File: config.mk
export PLATFORM = sky130hd
export DESIGN_NAME = srl_tap_bank
export DESIGN_NICKNAME = d
export VERILOG_FILES = /design/src/rtl/srl_tap_bank.sv
export SDC_FILE = /design/constraint.sdc
export NUM_CORES = 1
export LEC_CHECK = 0
export BUFFER_PORTS_ARGS = -buffer_cell sky130_fd_sc_hd__buf_2
export CORE_ASPECT_RATIO = 1.1
export CORE_MARGIN = 2
export CORE_UTILIZATION = 45
export CTS_BUF_LIST = sky130_fd_sc_hd__clkbuf_8 sky130_fd_sc_hd__clkbuf_16
export DETAILED_ROUTE_END_ITERATION = 16
export PLACE_DENSITY = 0.58
export SYNTH_ARGS = -nofsm -noshare
export SYNTH_HDL_FRONTEND = slang
export SYNTH_SLANG_ARGS = --single-unit
File: constraint.sdc
create_clock -name clk -period 6.32 [get_ports clk]
set_clock_uncertainty 0.15 [all_clocks]
set_input_delay 0.632 -clock clk [delete_from_list [all_inputs] [get_ports clk]]
set_output_delay 0.632 -clock clk [all_outputs]
set_load 0.02 [all_outputs]
File: src/rtl/srl_tap_bank.sv
// srl_tap_bank: CHANNELS independent SRL-style shift chains with per-channel enable and runtime read tap.
// Latency: tap read is combinational (same cycle); one extra clock when SRL_TAP_BANK_OUTREG_EN is defined.
// Backpressure: none; en gates shifting, valid qualifies dout through a per-channel fill count.
module srl_tap_bank #(
  parameter int WIDTH    = 8,
  parameter int DEPTH    = 32,
  parameter int CHANNELS = 4,
  parameter int AW       = $clog2(DEPTH)
) (
  input  logic                      clk,
  input  logic                      rstn,
  input  logic [CHANNELS*WIDTH-1:0] din,
  input  logic [CHANNELS-1:0]       en,
  input  logic [CHANNELS*AW-1:0]    tap,
  output logic [CHANNELS*WIDTH-1:0] dout,
  output logic [CHANNELS-1:0]       valid
);

  localparam int            FW        = $clog2(DEPTH + 1);
  localparam logic [FW-1:0] FILL_MAX  = FW'(DEPTH);
  localparam logic [AW:0]   TAP_LIMIT = (AW + 1)'(DEPTH);
  localparam logic [AW-1:0] TAP_LAST  = AW'(DEPTH - 1);

  logic [WIDTH-1:0] dout_ch  [CHANNELS];
  logic             valid_ch [CHANNELS];

  for (genvar c = 0; c < CHANNELS; c++) begin : g_ch
    logic [WIDTH-1:0] s [DEPTH];
    logic [FW-1:0]    fill;
    logic [AW-1:0]    tap_c;
    logic [AW-1:0]    t_eff;
    logic             v_c;
    logic [WIDTH-1:0] d_c;

    assign tap_c = tap[c*AW +: AW];

    // Shift chain; deliberately reset-free so it maps onto addressable SRL primitives.
    always_ff @(posedge clk) begin
      if (en[c]) begin
        s[0] <= din[c*WIDTH +: WIDTH];
        for (int k = 1; k < DEPTH; k++) begin
          s[k] <= s[k-1];
        end
      end
    end

    // Fill count of stages loaded since reset; saturates at DEPTH, reset wins over en.
    always_ff @(posedge clk) begin
      if (!rstn) begin
        fill <= '0;
      end else if (en[c] && (fill != FILL_MAX)) begin
        fill <= fill + FW'(1);
      end
    end

    // Clamp the tap to the last stage, qualify it against fill and mask stale data.
    always_comb begin
      t_eff = ({1'b0, tap_c} >= TAP_LIMIT) ? TAP_LAST : tap_c;
      v_c   = (fill > FW'(t_eff));
      d_c   = v_c ? s[t_eff] : '0;
    end

`ifdef SRL_TAP_BANK_OUTREG_EN
    logic             v_q;
    logic [WIDTH-1:0] d_q;

    // Output register after masking, free-running (not gated by en), cleared with fill.
    always_ff @(posedge clk) begin
      if (!rstn) begin
        v_q <= 1'b0;
        d_q <= '0;
      end else begin
        v_q <= v_c;
        d_q <= d_c;
      end
    end

    assign valid_ch[c] = v_q;
    assign dout_ch[c]  = d_q;
`else
    assign valid_ch[c] = v_c;
    assign dout_ch[c]  = d_c;
`endif
  end

  // Pack per-channel results onto the flat output buses.
  always_comb begin
    dout  = '0;
    valid = '0;
    for (int c = 0; c < CHANNELS; c++) begin
      dout[c*WIDTH +: WIDTH] = dout_ch[c];
      valid[c]               = valid_ch[c];
    end
  end

endmodule

Word level (Yosys, flattened, before mapping)
Memory sizes are Yosys's and may differ from the RTL's.
Index checks and enable logic that the tools add are counted.
- $lt $le $gt $ge: 4
- bitwise operators: 0
- add/subtract/negate cells: 4
- div/mod/pow operators: 0
- eq/ne operators: 4
- reduce and logical (&&, ||, !) cells: 4
- mux-type cells: 12
- shifts and indexed selects: 0
- multipliers: 0
- operators by type and width (operator ; number):
    $mux 8 ; 4
    $add 6x1->6 const B ; 4
    $gt 6x5->1 ; 4
    $ne 6x6->1 const B ; 4
    $mux 1 ; 8
    $logic_and 1x1->1 ; 4
- bits in latches: 0
- bits in registers: 24
- RAM bits: 1024
- input bits: 58
- output and inout port bits: 36
- memory bits (read-only): 0
- memories: 4
- memory list (name ; depth ; width ; read ports ; clocked after memory_dff ; write ports ; line ; source):
    g_ch[0].s ; 32 ; 8 ; 32 ; 0 ; 32 ; 28 ; logic [WIDTH-1:0] s [DEPTH];
    g_ch[1].s ; 32 ; 8 ; 32 ; 0 ; 32 ; 28 ;
    g_ch[2].s ; 32 ; 8 ; 32 ; 0 ; 32 ; 28 ;
    g_ch[3].s ; 32 ; 8 ; 32 ; 0 ; 32 ; 28 ;

Longest topological paths before layout
Gate-level depths: netlist of run 1.
- depth in word-level cells: 2
- mapped depth: 11

Worst setup path before layout of run 1
OpenSTA, ideal clock, no wires.
- path type: input port to output port
- start point: input tap[17]
- end point: output dout[30]
- setup slack: 2.692 ns
- arrival: 2.846 ns
- stages: 10
- path buffers: 3
- required time: 5.538 ns
- cells stage by stage: buf_2 -> clkbuf_1 -> clkbuf_1 -> inv_1 -> ha_1 -> nand4_1 -> mux2i_1 -> a21oi_1 -> o21ai_0 -> o22ai_1
- cells in the longest elaborated chain, start to end: 2
- elaborated cells between the ends (all ways): 3
- classes of those cells: order compare: 1; mux: 1; memory: 1
- ends and longest elaborated chain (what ; line ; source):
    start: declaration ; 14 ; input logic [CHANNELS*AW-1:0] tap,
    $mem_v2 32x8 or $gt 6x5->1 (tied branches) ; - ;
    $mux 8 (*) ; 60 ; d_c = v_c ? s[t_eff] : '0;
    end: declaration ; 15 ; output logic [CHANNELS*WIDTH-1:0] dout,
Mark *: on every way between the ends. The rest lies on a longest branch, timed or not.

Worst setup path after layout of run 1
- start point: input tap[18]
- end point: output dout[25]
The elaborated chain is that of the path after synthesis.

==> impl_metrics.yaml, run 1 <==
global_routing:
  grt_antenna_before_repair: 1
  grt_util_met2_pct: 25.1
  groute.layer.met1.usage_pct: 23.2
  grt.busiest_layer: "met2"
  total_global_routing_track_utilization_pct: 16.0
  use_met3_pct: 2.46
  maximum_number_of_pins_on_one_net_before_global_route_repair: 137
  grt_total_ovfl: 0
  grt_pass1_wl_mm: 118
  number_of_global_route_vias_before_repair: 20000
pwr:
  power.leakage_nw: 15.9
  vdd.ir_drop.worst_v: 0.000203
  power_per_cell_area_nw_per_um2: 340
  finalPower_mw: 15.7
worst_setup_path:
  timing.critical_path.from_type: "input pin"
  slowest_delay_ns: 0.93
  crit_fanout: 33
  timing.critical_path.slowest_stage_cell: "sky130_fd_sc_hd__o21ai_0"
  timing.setup.critical_path_class: "in2out"
  worst_ep_required_time_ns: 5.54
  worst-endpoint-arrival_ns: 3.47
  critical_path_most_common_cell: "sky130_fd_sc_hd__buf_2"
  crit_path_cell_trace: "buf_2 -> inv_1 -> ha_1 -> a211oi_1 -> a21oi_1 -> o21ai_0 -> o22ai_1 -> buf_2"
  critPathCaptureType: "primary output"
timing:
  number_of_hold_violations_in_the_final_report: 0
  setup_repair_after_global_routing_missed_its_margin: "false"
  finalSetupTns_ns: 0
  tightest_slew_ns: 1.27
  timing.final.ws_setup_ns: 2.07
  final_max_slew_viol_count: 0
  clock.fmax_ghz: 0.235
  hold_ws_ns: 0.0480
  min_period_over_period_pct: 67.3
  relSlewSlack_pct: 15.4
  fin_crit_ns: 4.25
  setup_viol: 0
drt:
  route.vias.total: 18900
  initial_drc_count: 1597
  firstDrtPassIters: 5
  drt-vias-per-instance: 5.59
  drt_wl_total_mm: 73.1
  detail_route.drc_violations: 0
  detail-route-antenna-nets: 0
  routed_length_per_placed_instance_um: 21.6
clock_tree:
  cts.path.max_buffers: 3
  post_cts.resized_instances: 0
  post_cts_hold_fix_bufs: 29
  cts_post_setup_buffers_inserted: 0
  root_buffer: "sky130_fd_sc_hd__clkbuf_16"
  clock-sinks: 1048
  clock_tree.htree_level_count: 3
  numCtsBuffers: 106
  clk_pin_slew_worst_paths_ns: 0.06
  insertion_delay_ns: 0.66
  cts_tree: "yes"
floorplan:
  fp.dieW_um: 291
  i_o_pins: 94
  initial_core_util_pct: 45.5
  rows: 115
  die_height_um: 319
  core_region_area_sq_um: 89500
  dieArea_sq_um: 92800
flow_run:
  drv.max_cap_violation_count: 0
cells_and_area:
  final_core_utilization_pct: 51.8
  areaGrowthSynthToFinish_pct: 13.8
  diodes: 0
  final_layout_size_suffix_gt1_share_pct: 24.4
  filler_cells: 7088
  finalInstanceArea_sq_um: 46300
  layout.nets: 2211
  finish.cell_count_without_fillers: 3384
worst_hold_path:
  hold_path_class: "in2reg"
synthesis:
  synth-seq-area-share_pct: 76.8
  synth.ff_latch_count: 1048
  yosysUniqueCellTypes: 36
  synth.net_count: 2057
  post_synth.cell_area_avg_sq_um: 20.6
  netlist_area_pre_place_sq_um: 40700
  post_synth_inst_count: 1971
  yosys_warnings: 0
place:
  finalWeightedCongestion: 0.735
  io_buffer_count: 93
  placedInstanceArea_sq_um: 42300
  dp_cells: 3158
  dp_worst_setup_slack_ns: 2.03
  hpwl_mm: 39.3
status:
  outcome: "finished, final reports clean"
layout make-up:
type | count | area [sq um] | share of cell area, %
clock buffers | 110 | 2750 | 5.94
well taps | 1170 | 1460 | 3.16
flip-flops and latches | 1048 | 31200 | 67.4
clock inverters | 87 | 968 | 2.09
repair buffers | 147 | 1010 | 2.17
inverters | 24 | 90.1 | 0.194
multi-input cells | 798 | 8810 | 19.0
synthesized netlist by cell type:
| cell type | instances | area (sq um) |
|---|---|---|
| sky130_fd_sc_hd__o21a_1 | 8 | 60.1 |
| sky130_fd_sc_hd__a211oi_1 | 3 | 22.5 |
| sky130_fd_sc_hd__a21boi_0 | 4 | 30.0 |
| sky130_fd_sc_hd__a21oi_1 | 94 | 470 |
| sky130_fd_sc_hd__a32o_1 | 8 | 80.1 |
| sky130_fd_sc_hd__o22ai_1 | 16 | 100 |
| sky130_fd_sc_hd__nor3_1 | 2 | 10.0 |
| sky130_fd_sc_hd__nand2_1 | 219 | 822 |
| sky130_fd_sc_hd__or2_2 | 2 | 12.5 |
| sky130_fd_sc_hd__a31oi_1 | 2 | 12.5 |
| sky130_fd_sc_hd__inv_1 | 23 | 86.3 |
| sky130_fd_sc_hd__dfxtp_1 | 24 | 480 |
| sky130_fd_sc_hd__and2_1 | 22 | 138 |
| sky130_fd_sc_hd__o211ai_1 | 2 | 15.0 |
| sky130_fd_sc_hd__nor4b_1 | 4 | 35.0 |
| sky130_fd_sc_hd__nand3_1 | 17 | 85.1 |
| sky130_fd_sc_hd__clkinv_1 | 1 | 3.75 |
| sky130_fd_sc_hd__clkbuf_1 | 40 | 150 |
| sky130_fd_sc_hd__o21ai_1 | 3 | 15.0 |
| sky130_fd_sc_hd__buf_4 | 20 | 150 |
| sky130_fd_sc_hd__xnor2_1 | 20 | 175 |
| sky130_fd_sc_hd__ha_1 | 28 | 350 |
| sky130_fd_sc_hd__buf_2 | 19 | 95.1 |
| sky130_fd_sc_hd__nand4_1 | 10 | 62.6 |
| sky130_fd_sc_hd__o21bai_1 | 1 | 7.51 |
| sky130_fd_sc_hd__buf_6 | 12 | 135 |
| sky130_fd_sc_hd__nor2b_1 | 8 | 50.1 |
| sky130_fd_sc_hd__buf_1 | 10 | 37.5 |
| sky130_fd_sc_hd__and3_1 | 13 | 81.3 |
| sky130_fd_sc_hd__nor2_1 | 10 | 37.5 |
| sky130_fd_sc_hd__mux4_2 | 256 | 5770 |
| sky130_fd_sc_hd__o21ai_0 | 3 | 15.0 |
| sky130_fd_sc_hd__a21o_1 | 2 | 15.0 |
| sky130_fd_sc_hd__a22oi_1 | 32 | 240 |
| sky130_fd_sc_hd__edfxtp_1 | 1024 | 30700 |
| sky130_fd_sc_hd__mux2i_1 | 9 | 90.1 |
path summary, 6_finish.rpt:
path / cells past startpoint / startpoint / slack [ns] / end
worst max-delay path: 8 / tap[18] / 2.07 / dout[25]
worst min-delay path: 1 / din[23] / 0.05 / g_ch[2].s[0][7]
worst max register to register: 7 / g_ch[3].fill[0] / 4.34 / g_ch[3].fill[3]
worst min register to register: 0 / g_ch[3].s[10][1] / 0.28 / g_ch[3].s[11][1]
layer usage:
layer,vias to the layer above,routed length (um)
li1,8372,-
met1,9954,32900
met2,479,35000
met3,106,3610
met4,0,1620
met5,-,0
registers in the layout (all words and copies together) (netlist names):
signal	count
g_ch.s	1024
g_ch.fill	24
power by group:
group | switching (mW) | total (mW) | internal, mW
clock network | 2.60 | 6.63 | 4.04
logic | 0.449 | 0.832 | 0.383
registers | 0.189 | 8.28 | 8.09
total | 3.23 | 15.7 | 12.5
cells by family (layout without fill, tap and decap cells):
group / Yosys count / after routing / synth area share [%]
xor gates and xnor gates: 20 / 20 / 0.431
buffers and inverters: 125 / 368 / 1.62
muxes: 265 / 265 / 14.4
DFF: 1048 / 1048 / 76.8
AOI/OAI and AO/OA: 178 / 178 / 2.66
adders and majority gates: 28 / 28 / 0.861
and+or+nand+nor: 307 / 307 / 3.28
worst max-delay path, delay by kind of cell:
kind,cells,cell delay [ns]
compound gates,4,1.50
fa+ha+maj,1,0.37
buf+inv,3,0.96
placed cells by master, fill, tap and decap left out, types with 24 or more instances in the layout:
master	synthesis	routed
sky130_fd_sc_hd__nand2_1	219	219
sky130_fd_sc_hd__dfxtp_1	24	24
sky130_fd_sc_hd__edfxtp_1	1024	1024
sky130_fd_sc_hd__clkbuf_16	0	110
sky130_fd_sc_hd__buf_4	20	28
sky130_fd_sc_hd__a22oi_1	32	32
sky130_fd_sc_hd__ha_1	28	28
sky130_fd_sc_hd__dlygate4sd3_1	0	29
sky130_fd_sc_hd__buf_2	19	85
sky130_fd_sc_hd__a21oi_1	94	94
sky130_fd_sc_hd__inv_1	23	43
sky130_fd_sc_hd__mux4_2	256	256
(Power assumes the default switching activity.)
==> run 2, diff against run 1 <==
--- a/config.mk
+++ b/config.mk
@@ -11,7 +11,7 @@
 export CORE_UTILIZATION = 45
 export CTS_BUF_LIST = sky130_fd_sc_hd__clkbuf_8 sky130_fd_sc_hd__clkbuf_16
 export DETAILED_ROUTE_END_ITERATION = 16
-export PLACE_DENSITY = 0.58
+export PLACE_DENSITY = 0.6
 export SYNTH_ARGS = -nofsm -noshare
 export SYNTH_HDL_FRONTEND = slang
 export SYNTH_SLANG_ARGS = --single-unit
==> constraint.sdc (replaced) <==
create_clock -name clk -period 3.9 [get_ports clk]
set_clock_uncertainty 0.15 [all_clocks]
set_input_delay 0.39 -clock clk [delete_from_list [all_inputs] [get_ports clk]]
set_output_delay 0.39 -clock clk [all_outputs]
set_load 0.02 [all_outputs]
==> impl_metrics.yaml, run 2 (synthesized netlist as in run 1, its figures left out) <==
timing:
  clock.fmax_ghz: 0.291
  min_period_over_period_pct: 88.0
  tightest_slew_ns: 0.992
  timing.final.ws_setup_ns: 0.468
  number_of_hold_violations_in_the_final_report: 0
  setup_repair_after_global_routing_missed_its_margin: "false"
  fin_crit_ns: 3.43
  final_max_slew_viol_count: 0
  finalSetupTns_ns: 0
  relSlewSlack_pct: 33.9
  hold_ws_ns: 0.0640
  setup_viol: 0
worst_setup_path:
  startpoint: "g_ch[1].fill[3]"
  worst_r2r_startpoint: "g_ch[1].fill[1]"
  worst_ep_required_time_ns: 3.36
  timing.critical_path.slowest_stage_cell: "sky130_fd_sc_hd__o21ai_1"
  crit_fanout: 8
  worst-endpoint-arrival_ns: 2.89
  critical_path.n_buffers_inverters: 1
  timing.setup.critical_path_class: "reg2out"
  slowest_delay_ns: 0.68
  timing.critical_path.from_type: "flop"
  critPathCaptureType: "primary output"
  worst_path_dominant_cell_family: "compound AO/OA/AOI/OAI gates"
  crit_path_cell_trace: "ha_1 -> a211oi_1 -> a21oi_1 -> o21ai_1 -> o22ai_1 -> buf_2"
drt:
  firstDrtPassIters: 5
  initial_drc_count: 1779
  drt-vias-per-instance: 5.57
  routed_length_per_placed_instance_um: 21.8
  drt_wl_total_mm: 74.2
  detail-route-antenna-nets: 0
  detail_route.drc_violations: 0
  route.vias.total: 19000
floorplan:
  rows: 115
  i_o_pins: 94
  fp.dieW_um: 291
  dieArea_sq_um: 92800
  initial_core_util_pct: 45.5
  core_region_area_sq_um: 89500
  die_height_um: 319
place:
  finalWeightedCongestion: 0.738
  placedInstanceArea_sq_um: 42500
  dp_worst_setup_slack_ns: 0.708
  io_buffer_count: 93
  hpwl_mm: 41.3
worst_hold_path:
  holdCritStartpoint: "en[0]"
  hold_path_class: "in2reg"
cells_and_area:
  layout_common_cells: "sky130_fd_sc_hd__edfxtp_1, sky130_fd_sc_hd__mux4_2, sky130_fd_sc_hd__nand2_1"
  largest_register_ff_count: 1024
  final_layout_size_suffix_gt1_share_pct: 24.2
  leading_registers_by_flop_count: "g_ch.s (1024), g_ch.fill (24)"
  mostFrequentLayoutCell: "sky130_fd_sc_hd__edfxtp_1"
  finalInstanceArea_sq_um: 46300
  areaGrowthSynthToFinish_pct: 13.9
  layout.nets: 2236
  max_flop_register: "g_ch.s"
  diodes: 0
global_routing:
  maximum_number_of_pins_on_one_net_before_global_route_repair: 146
  grt_total_ovfl: 0
  total_global_routing_track_utilization_pct: 16.3
  grt_antenna_before_repair: 5
  grt_pass1_wl_mm: 120
  number_of_global_route_vias_before_repair: 20200
pwr:
  finalPower_mw: 24.8
  power.leakage_nw: 16.0
  power_frac_comb_pct: 5.6
  fraction_of_power_spent_switching_nets_pct: 21.0
  power_frac_seq_pct: 54.1
  cell_internal_pwr_mw: 19.6
  power_per_cell_area_nw_per_um2: 535
  p_sw_mw: 5.22
  vdd.ir_drop.worst_v: 0.000358
  power.clock.fraction_pct: 40.4
clock_tree:
  insertion_delay_ns: 0.67
  cts_post_setup_buffers_inserted: 0
  root_buffer: "sky130_fd_sc_hd__clkbuf_16"
  cts_tree: "yes"
  clk_pin_slew_worst_paths_ns: 0.06
  numCtsBuffers: 108
  clock_tree.htree_level_count: 3
  clock-sinks: 1048
  cts.path.max_buffers: 3
status:
  outcome: "finished, final reports clean"
flow_run:
  drv.max_cap_violation_count: 0
run 2: routing by layer:
layer / vias to the layer above / share of wire [%] / wire, um / GRT usage (%)
li1: 8430 / - / - / -
met1: 10000 / 45 / 33500 / 23.6
met2: 448 / 48 / 35400 / 25.3
met3: 94 / 5.3 / 3970 / 3.20
met4: 6 / 1.7 / 1230 / 4.44
met5: - / 0.065 / 48 / 0
run 2: worst paths after layout:
kind	to	cells after the start	slack, ns
setup / recovery	dout[12]	6	0.47
hold / removal	g_ch[0].s[28][7]	1	0.06
setup reg to reg	g_ch[1].fill[3]	7	1.85
hold reg to reg	g_ch[2].s[21][2]	0	0.28
run 2: worst register-to-register path, stage by stage (launching register included):
cell,delay [ns]
sky130_fd_sc_hd__dfxtp_1,0.39
sky130_fd_sc_hd__inv_1,0.08
sky130_fd_sc_hd__ha_1,0.18
sky130_fd_sc_hd__nor4b_1,0.14
sky130_fd_sc_hd__a21boi_0,0.55
sky130_fd_sc_hd__nand2_1,0.16
sky130_fd_sc_hd__xnor2_1,0.16
sky130_fd_sc_hd__and2_1,0.15
run 2: layout make-up:
type,instances,area (sq um)
flip-flops and latches,1048,31200
inverters,24,90.1
repair buffers,170,1310
clock inverters,81,629
clock buffers,116,2820
fillers,7109,43200
multi-input cells,798,8800
well taps,1170,1460
run 2: metrics by stage:
step / utilization (%) / instances
floorplan: - / 1971
finish: 51.8 / 3407
global placement: 47.5 / 3175
detailed placement: 47.5 / 3175
CTS: 51.8 / 3407
global route: 51.8 / 3407
run 2: what timing repair did:
item | 4_1_cts | 5_1_grt
endpoints found under the hold margin | 134 | 0
resized for setup | 0 | 0
hold buffers | 35 | 0
run 2: power groups by stage:
stage | Combinational [mW] | Sequential [mW] | Clock (mW)
floorplan | 0.891 | 13.5 | 0
global placement | 1.36 | 13.6 | 0
detailed placement | 1.39 | 13.6 | 0
CTS | 1.42 | 13.4 | 10.4
global route | 1.52 | 13.5 | 10.8
finish | 1.38 | 13.4 | 10.0
